===== src/rtl/sdram_arb_pkg.sv =====
// Shared types for the SDRAM ROM arbiter: FSM states, client ids, defaults.
// Imported by the arbiter top and its per-client line cache.
package sdram_arb_pkg;

  localparam int AW_DEF      = 25;
  localparam int TIMEOUT_DEF = 64;

  typedef enum logic [1:0] {
    IDLE,
    ISSUE,
    WAIT
  } state_e;

  typedef enum logic [1:0] {
    CL_DL,
    CL_A,
    CL_B
  } client_e;

  // SDRAM returns a 16-bit word; the byte address LSB picks the lane
  function automatic logic [7:0] lane_sel(
    input logic [15:0] word,
    input logic        odd
  );
    return odd ? word[15:8] : word[7:0];
  endfunction

endpackage


===== src/rtl/rom_line_cache.sv =====
// One-entry address cache for a ROM read client.
// Invalidate wins over a fill arriving in the same cycle.
module rom_line_cache
  import sdram_arb_pkg::*;
#(
  parameter int AW = AW_DEF
) (
  input  logic          clk_i,
  input  logic          rst_ni,
  input  logic          inv_i,
  input  logic          fill_i,
  input  logic [AW-1:0] fill_addr_i,
  input  logic [7:0]    fill_byte_i,
  input  logic [AW-1:0] addr_i,
  output logic          hit_o,
  output logic [7:0]    byte_o
);

  logic [AW-1:0] tag_q, tag_d;
  logic          vld_q, vld_d;
  logic [7:0]    byte_q, byte_d;

  always_comb begin
    tag_d  = tag_q;
    vld_d  = vld_q;
    byte_d = byte_q;
    if (fill_i) begin
      tag_d  = fill_addr_i;
      byte_d = fill_byte_i;
      vld_d  = 1'b1;
    end
    if (inv_i) begin
      vld_d = 1'b0;
    end
  end

  always_ff @(posedge clk_i or negedge rst_ni) begin
    if (!rst_ni) begin
      tag_q  <= '0;
      vld_q  <= 1'b0;
      byte_q <= '0;
    end else begin
      tag_q  <= tag_d;
      vld_q  <= vld_d;
      byte_q <= byte_d;
    end
  end

  assign hit_o  = vld_q && (tag_q == addr_i);
  assign byte_o = byte_q;

endmodule


===== src/rtl/sdram_rom_arbiter.sv =====
// Shares one SDRAM port between ROM download writes and two cached
// round-robin read clients; downloads always win.
module sdram_rom_arbiter
  import sdram_arb_pkg::*;
#(
  parameter int AW      = AW_DEF,
  parameter int TIMEOUT = TIMEOUT_DEF
) (
  input  logic          clock_48,
  input  logic          reset_n,
  input  logic          dl_active,
  input  logic          dl_wr,
  input  logic [AW-1:0] dl_addr,
  input  logic [7:0]    dl_data,
  input  logic          a_rd,
  input  logic [AW-1:0] a_addr,
  output logic [7:0]    a_data,
  output logic          a_valid,
  input  logic          b_rd,
  input  logic [AW-1:0] b_addr,
  output logic [7:0]    b_data,
  output logic          b_valid,
  output logic [AW-1:0] sd_addr,
  output logic [15:0]   sd_din,
  output logic          sd_we,
  output logic          sd_rd,
  input  logic [15:0]   sd_dout,
  input  logic          sd_ready,
  output logic          timeout_err
);

  localparam int CW = (TIMEOUT > 1) ? $clog2(TIMEOUT) : 1;

  state_e        state_q, state_d;
  client_e       client_q, client_d;
  logic [AW-1:0] addr_q, addr_d;
  logic [7:0]    dat_q, dat_d;
  logic          pend_v_q, pend_v_d;
  logic [AW-1:0] pend_addr_q, pend_addr_d;
  logic [7:0]    pend_dat_q, pend_dat_d;
  logic          rr_q, rr_d;
  logic [CW-1:0] cnt_q, cnt_d;
  logic          terr_q, terr_d;
  logic          a_valid_q, a_valid_d;
  logic          b_valid_q, b_valid_d;
  logic [7:0]    a_data_q, a_data_d;
  logic [7:0]    b_data_q, b_data_d;
  logic          dla_q;

  logic       a_hit, b_hit;
  logic [7:0] a_cbyte, b_cbyte;
  logic [7:0] rd_byte;
  logic       done, tmo, inv;
  logic       fill_a, fill_b;
  logic       a_req, b_req;
  logic       a_miss, b_miss;
  logic       a_hit_go, b_hit_go;
  logic       wr_go, both, pick_a, pick_b;

  assign rd_byte = lane_sel(sd_dout, addr_q[0]);
  assign done    = (state_q == WAIT) && sd_ready;
  assign tmo     = (state_q == WAIT) && !sd_ready
                && (cnt_q == CW'(TIMEOUT - 1));
  assign fill_a  = done && (client_q == CL_A);
  assign fill_b  = done && (client_q == CL_B);
  assign inv     = (dl_wr && dl_active) || (dla_q && !dl_active);

  // a client is not re-served in the cycle its valid is showing
  assign a_req    = a_rd && !a_valid_q;
  assign b_req    = b_rd && !b_valid_q;
  assign a_miss   = a_req && !a_hit;
  assign b_miss   = b_req && !b_hit;
  assign a_hit_go = a_req && a_hit;
  assign b_hit_go = b_req && b_hit;
  assign wr_go    = pend_v_q || dl_wr;
  assign both     = a_miss && b_miss;
  assign pick_a   = a_miss && (!b_miss || !rr_q);
  assign pick_b   = b_miss && !pick_a;

  rom_line_cache #(.AW(AW)) u_cache_a (
    .clk_i       (clock_48),
    .rst_ni      (reset_n),
    .inv_i       (inv),
    .fill_i      (fill_a),
    .fill_addr_i (addr_q),
    .fill_byte_i (rd_byte),
    .addr_i      (a_addr),
    .hit_o       (a_hit),
    .byte_o      (a_cbyte)
  );

  rom_line_cache #(.AW(AW)) u_cache_b (
    .clk_i       (clock_48),
    .rst_ni      (reset_n),
    .inv_i       (inv),
    .fill_i      (fill_b),
    .fill_addr_i (addr_q),
    .fill_byte_i (rd_byte),
    .addr_i      (b_addr),
    .hit_o       (b_hit),
    .byte_o      (b_cbyte)
  );

  always_ff @(posedge clock_48 or negedge reset_n) begin
    if (!reset_n) begin
      state_q <= IDLE;
    end else begin
      state_q <= state_d;
    end
  end

  always_comb begin
    state_d = state_q;
    unique case (state_q)
      IDLE: begin
        if (wr_go || (!dl_active && (a_miss || b_miss))) begin
          state_d = ISSUE;
        end
      end
      ISSUE: state_d = WAIT;
      WAIT: begin
        if (sd_ready || tmo) begin
          state_d = IDLE;
        end
      end
      default: state_d = IDLE;
    endcase
  end

  always_comb begin
    sd_we = (state_q == ISSUE) && (client_q == CL_DL);
    sd_rd = (state_q == ISSUE) && (client_q != CL_DL);
  end

  always_comb begin
    client_d    = client_q;
    addr_d      = addr_q;
    dat_d       = dat_q;
    pend_v_d    = pend_v_q;
    pend_addr_d = pend_addr_q;
    pend_dat_d  = pend_dat_q;
    rr_d        = rr_q;
    cnt_d       = cnt_q;
    terr_d      = terr_q || tmo;
    a_valid_d   = 1'b0;
    b_valid_d   = 1'b0;
    a_data_d    = a_data_q;
    b_data_d    = b_data_q;
    unique case (state_q)
      IDLE: begin
        if (pend_v_q) begin
          client_d    = CL_DL;
          addr_d      = pend_addr_q;
          dat_d       = pend_dat_q;
          pend_v_d    = dl_wr;
          pend_addr_d = dl_wr ? dl_addr : pend_addr_q;
          pend_dat_d  = dl_wr ? dl_data : pend_dat_q;
        end else if (dl_wr) begin
          client_d = CL_DL;
          addr_d   = dl_addr;
          dat_d    = dl_data;
        end else if (!dl_active) begin
          if (a_hit_go) begin
            a_valid_d = 1'b1;
            a_data_d  = a_cbyte;
          end
          if (b_hit_go) begin
            b_valid_d = 1'b1;
            b_data_d  = b_cbyte;
          end
          if (pick_a) begin
            client_d = CL_A;
            addr_d   = a_addr;
          end else if (pick_b) begin
            client_d = CL_B;
            addr_d   = b_addr;
          end
          if (both) begin
            rr_d = !rr_q;
          end
        end
      end
      ISSUE: cnt_d = '0;
      WAIT: begin
        cnt_d = cnt_q + 1'b1;
        if (fill_a) begin
          a_valid_d = 1'b1;
          a_data_d  = rd_byte;
        end
        if (fill_b) begin
          b_valid_d = 1'b1;
          b_data_d  = rd_byte;
        end
      end
      default: ;
    endcase
    // writes arriving mid-transaction wait in a one-deep slot
    if (state_q != IDLE && dl_wr) begin
      pend_v_d    = 1'b1;
      pend_addr_d = dl_addr;
      pend_dat_d  = dl_data;
    end
  end

  always_ff @(posedge clock_48 or negedge reset_n) begin
    if (!reset_n) begin
      client_q    <= CL_DL;
      addr_q      <= '0;
      dat_q       <= '0;
      pend_v_q    <= 1'b0;
      pend_addr_q <= '0;
      pend_dat_q  <= '0;
      rr_q        <= 1'b0;
      cnt_q       <= '0;
      terr_q      <= 1'b0;
      a_valid_q   <= 1'b0;
      b_valid_q   <= 1'b0;
      a_data_q    <= '0;
      b_data_q    <= '0;
      dla_q       <= 1'b0;
    end else begin
      client_q    <= client_d;
      addr_q      <= addr_d;
      dat_q       <= dat_d;
      pend_v_q    <= pend_v_d;
      pend_addr_q <= pend_addr_d;
      pend_dat_q  <= pend_dat_d;
      rr_q        <= rr_d;
      cnt_q       <= cnt_d;
      terr_q      <= terr_d;
      a_valid_q   <= a_valid_d;
      b_valid_q   <= b_valid_d;
      a_data_q    <= a_data_d;
      b_data_q    <= b_data_d;
      dla_q       <= dl_active;
    end
  end

  assign sd_addr     = addr_q;
  assign sd_din      = {dat_q, dat_q};
  assign a_data      = a_data_q;
  assign a_valid     = a_valid_q;
  assign b_data      = b_data_q;
  assign b_valid     = b_valid_q;
  assign timeout_err = terr_q;

endmodule


===== config.mk =====
export PLATFORM = sky130hd
export DESIGN_NAME = sdram_rom_arbiter
export DESIGN_NICKNAME = d
export VERILOG_FILES = /design/src/rtl/sdram_arb_pkg.sv /design/src/rtl/rom_line_cache.sv /design/src/rtl/sdram_rom_arbiter.sv
export SDC_FILE = /design/constraint.sdc
export NUM_CORES = 1
export LEC_CHECK = 0
export ABC_AREA = 1
export CAP_MARGIN = 20
export CORE_AREA = 5 5 142 144
export DETAILED_ROUTE_END_ITERATION = 6
export DIE_AREA = 0 0 147 149
export PLACE_DENSITY = 0.76
export SLEW_MARGIN = 20
export SYNTH_ARGS = -nofsm -noshare
export SYNTH_HDL_FRONTEND = slang
export SYNTH_SLANG_ARGS = --single-unit

===== constraint.sdc =====
create_clock -name clock_48 -period 1.81 [get_ports clock_48]
set_clock_uncertainty 0.15 [all_clocks]
set_input_delay 0.362 -clock clock_48 [delete_from_list [all_inputs] [get_ports clock_48]]
set_output_delay 0.362 -clock clock_48 [all_outputs]
set_load 0.005 [all_outputs]

Yosys cells after proc, flatten, opt, wreduce, memory -nomap -nowiden
Cells that the tools add are included. Widths: inputs -> output; s select.

Output and inout port bits: 62. Register bits after elaboration: 166. Input bits: 106. Word-level logic and storage cells: 155.

Multiplexer cells: 55. Bitwise operators: 3. Add/sub/neg operators: 1. Reductions and logical operators: 58. Equality and inequality tests: 17.

Operator list (number): $mux 25 (9); $mux 8 (16); $eq 25x25->1 (2); $pmux 8 s2 (2); $logic_and 1x1->1 (22); $reduce_bool 2->1 (10); $mux 1 (17); $ne 2x2->1 const B (8); $mux 2 (7); $pmux 6 s2 (1); $reduce_and 6->1 (2); $logic_not 1->1 (9); $logic_or 1x1->1 (7); $add 6x1->6 const B (1); $eq 6x6->1 const B (1); $pmux 2 s3 (1); $reduce_and 3->1 (2); $reduce_and 5->1 (1); $eq 2x1->1 const B (2); $eq 2x2->1 const B (2); $logic_not 2->1 (2); $pmux 1 s2 (2); $reduce_and 2->1 (2); $reduce_bool 4->1 (1); 3 further kinds (5).

Longest topological paths before layout
Gate-level depths: netlist of the first run.

Word-level depth: 14. Gate-level depth with buffers: 16. Mapped depth without buffers: 16.

Modules after synthesis
A second synthesis of the first run with hierarchy kept.

Cell total of the unflattened synthesis: 1335. Area total of the unflattened synthesis: 9226.3 um^2.

Modules (own cells, without submodules): sdram_rom_arbiter (seq. area each 2452.4 um^2, cells an instance 813, area an instance 5703.0 um^2, times used 1); rom_line_cache (seq. area each 850.8 um^2, cells an instance 261, area an instance 1761.7 um^2, times used 2).

Worst setup path before layout of the first run
Ideal clock, no wire load.

Path kind: register -> register. Start point: reg state_q[0]. End point: reg u_cache_b.byte_q[7] (netlist: u_cache_b.byte_o[7]). Stages on the path, launching flop included: 10. Data required time: 1524 ps. Library setup time: 136 ps. Path slack: -91 ps. Buffers on the path: 2. Arrival: 1616 ps. Clock period less this slack: 1901 ps. Cell sequence: dfrtp_1 inv_1 ha_1 buf_2 nand2_1 nor3_4 clkinv_1 clkbuf_1 nand2_1 o21ai_0.

Longest elaborated chain between the ends: 3.

RTL lines: start, declared (line sdram_rom_arbiter.sv:34) `state_e state_q, state_d;`; start signal, assigned (line sdram_rom_arbiter.sv:108) `state_q <= state_d;`; $eq 2x2->1 (line sdram_rom_arbiter.sv:61) `assign done = (state_q == WAIT) && sd_ready;`; $logic_and 1x1->1 (line sdram_rom_arbiter.sv:61); $logic_and 1x1->1 (line sdram_rom_arbiter.sv:65) `assign fill_b = done && (client_q == CL_B);`; end signal, assigned (line rom_line_cache.sv:45) `byte_q <= byte_d;`; end, declared (line rom_line_cache.sv:21) `logic [7:0] byte_q, byte_d;`.

Every way passes these cells. A chain may end at the register's enable or synchronous reset.

Worst setup path in the final report of the first run
Start point: in b_addr[3]. End point: reg addr_q[23] (netlist: sd_addr[23]).

Longest elaborated chain between the ends: 11. Elaborated cells on any way between the ends: 15. Those cells by class: eq/ne (1); mux (4); reduce/logical (10).

RTL lines: start, declared (line sdram_rom_arbiter.sv:20) `input logic [AW-1:0] b_addr,`; $eq 25x25->1 * (line rom_line_cache.sv:49) `assign hit_o = vld_q && (tag_q == addr_i);`; $logic_and 1x1->1 * (line rom_line_cache.sv:49); $logic_not 1->1 * (line sdram_rom_arbiter.sv:72) `assign b_miss = b_req && !b_hit;`; $logic_and 1x1->1 * (line sdram_rom_arbiter.sv:72); $logic_not 1->1 (line sdram_rom_arbiter.sv:77) `assign pick_a = a_miss && (!b_miss || !rr_q);`; $logic_or 1x1->1 (line sdram_rom_arbiter.sv:77); $logic_and 1x1->1 (line sdram_rom_arbiter.sv:77); $mux 25 / $logic_not 1->1 (equally long branches) (line sdram_rom_arbiter.sv:171, sdram_rom_arbiter.sv:78); $mux 25 / $logic_and 1x1->1 (equally long branches) (line sdram_rom_arbiter.sv:162, sdram_rom_arbiter.sv:78); $mux 25 / $reduce_bool 4->1 (equally long branches); $mux 25 / $reduce_and 3->1 (equally long branches); end signal, assigned (line sdram_rom_arbiter.sv:223) `addr_q <= addr_d;`; end, declared (line sdram_rom_arbiter.sv:36) `logic [AW-1:0] addr_q, addr_d;`.

Every way passes the cells marked *; elsewhere a longest branch is shown, timed or not. The select of a mux whose other input is x is not followed.

==> impl_metrics.py, run 1 <==
metrics = {
    "logic_synthesis": {
        "synthDominantCellAreaShare_pct": 47.1,
        "syn_area_sq_mm": 0.00882,
        "synthSimpleGateAreaFrac_pct": 29.8,
        "synth.avg_cell_area_sq_um": 7.50,
        "async_flop_share_pct": 100,
        "synth.area.top_cells": "dfrtp_1 (47%), nand2_1 (16%), inv_1 (5.8%)",
        "seq_area_frac_synth_pct": 47.1,
        "muxShareOfSynthArea_pct": 0.908,
        "synth_compound_area_share_pct": 10.4,
        "synth_edf_count": 0,
        "synthAdderAreaFrac_pct": 0.567,
        "synth_top_family_by_area": "simple AND/OR/NAND/NOR gates",
        "syn_inst": 1177,
        "synth_flop_cell": "dfrtp_1",
        "synth_xor_area_share_pct": 0.893,
        "yosys.cell_types.count": 38,
        "syn_nets": 1287,
        "synth-seq-cells": 166,
        "yosys_warnings": 0,
        "yosysTopAreaCell": "dfrtp_1",
    },
    "route": {
        "drt_iter0_drc": 1141,
        "route.detailed.drc": 36,
        "vias_per_cell": 5.72,
        "route.vias.total": 9862,
        "wl_per_cell_microns": 20.3,
        "dr.pass1.iters": 7,
        "postRouteAntennaNets": 0,
        "routed_wl_mm": 35.1,
    },
    "place": {
        "place_congestion": 0.945,
        "port_buffers": 167,
        "pre_cts_ws_ps": -859,
        "postPlaceCellArea_sq_mm": 0.0115,
        "dp_hpwl_mm": 20.1,
    },
    "sta": {
        "rsz0062_at_grt": "true",
        "post-route-period-util_pct": 136,
        "fin_setup_tns_ps": -32590,
        "hold_viol_final": 0,
        "final_max_slew_viol_count": 0,
        "max_freq_mhz": 406,
        "tightest_slew_ps": 482,
        "finalCriticalPeriod_ps": 2460,
        "layout_setup_ws_ps": -652,
        "relSlewSlack_pct": 67.0,
        "report.final.setup_viol": 116,
    },
    "power": {
        "ir_worst_vdd_mv": 0.849,
        "leakagePower_uw": 0.00732,
        "power.density_mw_per_mm2": 1470,
    },
    "min_path": {
        "min-delay-path-class": "in -> reg",
        "hp-start": "a_addr[10]",
        "hold_depth": 5,
        "hold-path-endpoint": "sd_addr[10]$_DFFE_PN0P_",
    },
    "setup_path": {
        "worstSetupStartpointType": "input pin",
        "crit_type": "in -> reg",
        "rrSetupSlack_ps": -650,
        "worstReg2RegStart": "u_cache_b.tag_q[3]$_DFFE_PN0P_",
        "r2r_cells": 15,
        "crit_path_end_kind": "register",
        "timing.rr.end": "sd_addr[23]$_DFFE_PN0P_",
        "arrival_ps": 2650,
        "crit_required_ps": 2000,
        "worstPathMaxFanout": 13,
    },
    "global_routing": {
        "grt_pass1_vias": 8993,
        "antenna_found_initial": 1,
        "grt_pass1_wl_mm": 47.0,
        "grt-ovfl-total": 0,
        "grt_start_max_net_pins": 37,
        "grt_usage_pct": 27.3,
    },
    "floorplanning": {
        "boundaryPins": 168,
        "core.rowCount": 50,
        "die_h_microns": 149,
        "die_area_sq_mm": 0.0219,
        "die_w_microns": 147,
        "coreArea_sq_mm": 0.0186,
        "initial_utilization_pct": 47.5,
    },
    "run": {
        "maxCapViolCount": 0,
    },
    "finish": {
        "fin_area_sq_mm": 0.0139,
        "fillers": 1147,
        "final_net_count": 1587,
        "drive_gt1_share_pct": 30.5,
        "multi_input_area_sq_mm": 0.00462,
        "syn2layout_area_growth_pct": 58.1,
        "regArea_sq_mm": 0.00416,
    },
    "run_status": {
        "status": "finished with violations",
        "violations": "design-rule violations, negative setup slack",
    },
    "clocking": {
        "root_buffer": "clkbuf_16",
        "clk_path_buf_depth": 2,
        "cts_tree": "built",
        "clock_latency_ps": 430,
        "htree_levels": 4,
        "cts_num_sinks": 166,
        "numCtsBuffers": 17,
        "clkTransAtPathRegs_ps": 70,
    },
}
[report_power, final]
group,internal [uW],switching (uW)
combinational,4520,5880
sequential,5180,1150
clock,2220,1540
total,11900,8570
[per-stage QoR]
step	cells	total power, uW	hold WS, ps	util (%)
2_1_floorplan	1177	10500	-83.6	-
3_3_place_gp	1628	14100	164	62.1
3_5_place_dp	1628	14300	158	62.1
4_1_cts	1705	18700	279	69.7
5_1_grt	1725	21600	277	75.1
6_report	1725	20500	274	75.1
[Yosys cell counts, types with 4 or more instances]
cell      instances
nand3_1          34
xor2_1            5
buf_2            12
nor2_1          110
nand2_1         375
nor3_1            7
dfrtp_1         166
o21ai_0          77
xnor2_1           4
inv_2            19
clkinv_1          4
clkbuf_1         35
buf_4             8
o21ai_1          11
a22oi_1          22
a21oi_1          24
ha_1              4
mux2i_1           8
o21ai_2           9
nand2_2          22
a31oi_1           8
nor2_2            4
nand4_1          50
inv_1           137
[registers in the layout, indices dropped and copies added (netlist names)]
| register | count |
|---|---|
| a_data | 8 |
| a_valid | 1 |
| b_data | 8 |
| b_valid | 1 |
| client_q | 2 |
| cnt_q | 6 |
| dat_q | 8 |
| dla_q | 1 |
| pend_addr_q | 25 |
| pend_dat_q | 8 |
| pend_v_q | 1 |
| rr_q | 1 |
| sd_addr | 25 |
| state_q | 2 |
| timeout_err | 1 |
| u_cache_a.byte_o | 8 |
| u_cache_a.tag_q | 25 |
| u_cache_a.vld_q | 1 |
| u_cache_b.byte_o | 8 |
| u_cache_b.tag_q | 25 |
| u_cache_b.vld_q | 1 |
[logic make-up (layout without fill, tap and decap cells)]
| group | Yosys count | count (layout) |
|---|---|---|
| buffers and inverters | 221 | 531 |
| adder cells (fa/ha/maj) | 4 | 4 |
| AND/OR/NAND/NOR | 612 | 615 |
| XOR/XNOR | 9 | 9 |
| other | 0 | 1 |
| AO/OA/AOI/OAI | 157 | 157 |
| flip-flops | 166 | 166 |
| multiplexers | 8 | 8 |
[layer usage]
metal	up-vias	global-route usage, %	wire [microns]
met5	-	0	0
met4	0	13.1	2290
met3	208	7.72	3960
met2	700	43.0	16000
met1	4631	34.8	12800
li1	4323	-	-
[cells in the final DEF, fill, tap and decap left out, types with 4 or more instances in the layout]
| cell | n |
|---|---|
| nand2_1 | 285 |
| dfrtp_1 | 161 |
| inv_1 | 128 |
| buf_4 | 108 |
| nor2_1 | 95 |
| clkdlybuf4s50_1 | 76 |
| nand2_2 | 75 |
| dlygate4sd2_1 | 65 |
| o21ai_2 | 55 |
| nand4_1 | 50 |
| nand2_4 | 39 |
| o21ai_1 | 34 |
| nand3_1 | 29 |
| buf_12 | 28 |
| clkbuf_16 | 26 |
| inv_2 | 25 |
| dlymetal6s2s_1 | 23 |
| a22oi_1 | 22 |
| a21oi_1 | 21 |
| buf_6 | 17 |
| nor2_2 | 13 |
| nor2_4 | 9 |
| a31oi_1 | 8 |
| mux2i_1 | 8 |
| o21ai_0 | 7 |
| nand3_2 | 5 |
| nand3_4 | 5 |
| xor2_1 | 5 |
| nor3_1 | 5 |
| dfrtp_2 | 5 |
| clkbuf_8 | 5 |
| buf_8 | 5 |
| buf_16 | 4 |
[critical path, stage by stage]
cell	delay, ps
clkdlybuf4s50_1	460
nand2_1	100
nand2_1	150
inv_1	170
nand2_2	70
nor2_1	110
nand2_2	120
nor2_4	170
nand2_4	90
nand2_4	80
nand3_4	140
bufbuf_16	330
nand4_1	90
nor2_1	60
nor2_1	150
[timing repair]
item | 4_1_cts | 5_1_grt
resized for setup | 197 | 258
hold buffers | 1 | 0
setup buffers | 35 | 14
cloned | 10 | 10
endpoints found under the hold margin | 30 | 0
pin swaps | 10 | 25
endpoints found under the setup margin | 173 | 164
[worst max-delay path by stage]
stage | startpoint | to | slack, ps | cells after the start
detailed placement | b_addr[11] | sd_addr[11]$_DFFE_PN0P_ | -860 | 14
global route | u_cache_b.tag_q[3]$_DFFE_PN0P_ | sd_addr[23]$_DFFE_PN0P_ | -790 | 15
CTS | u_cache_b.tag_q[8]$_DFFE_PN0P_ | sd_addr[23]$_DFFE_PN0P_ | -310 | 12
global placement | b_addr[11] | sd_addr[11]$_DFFE_PN0P_ | -790 | 14
floorplan | state_q[0]$_DFFE_PN0P_ | u_cache_b.tag_q[13]$_DFFE_PN0P_ | -9 | 9
finish | b_addr[3] | sd_addr[23]$_DFFE_PN0P_ | -650 | 15
[final cells by class]
cell class,instances,area share [%]
Multi-Input combinational cell,793,33.1
Antenna cell,1,0.0179
Clock buffer,25,3.62
Tap cell,234,2.10
Timing Repair Buffer,339,26.1
Inverter,160,4.52
Clock inverter,7,0.664
Sequential cell,166,29.8
Power figures use the tool's default switching activity.
==> run 2, diff against run 1 <==
--- a/config.mk
+++ b/config.mk
@@ -11,7 +11,6 @@
 export DETAILED_ROUTE_END_ITERATION = 6
 export DIE_AREA = 0 0 147 149
 export PLACE_DENSITY = 0.76
-export SLEW_MARGIN = 20
 export SYNTH_ARGS = -nofsm -noshare
 export SYNTH_HDL_FRONTEND = slang
 export SYNTH_SLANG_ARGS = --single-unit
==> results of run 2 <==
Same layout as run 1: the final DEF is identical, and so are final timing and power.
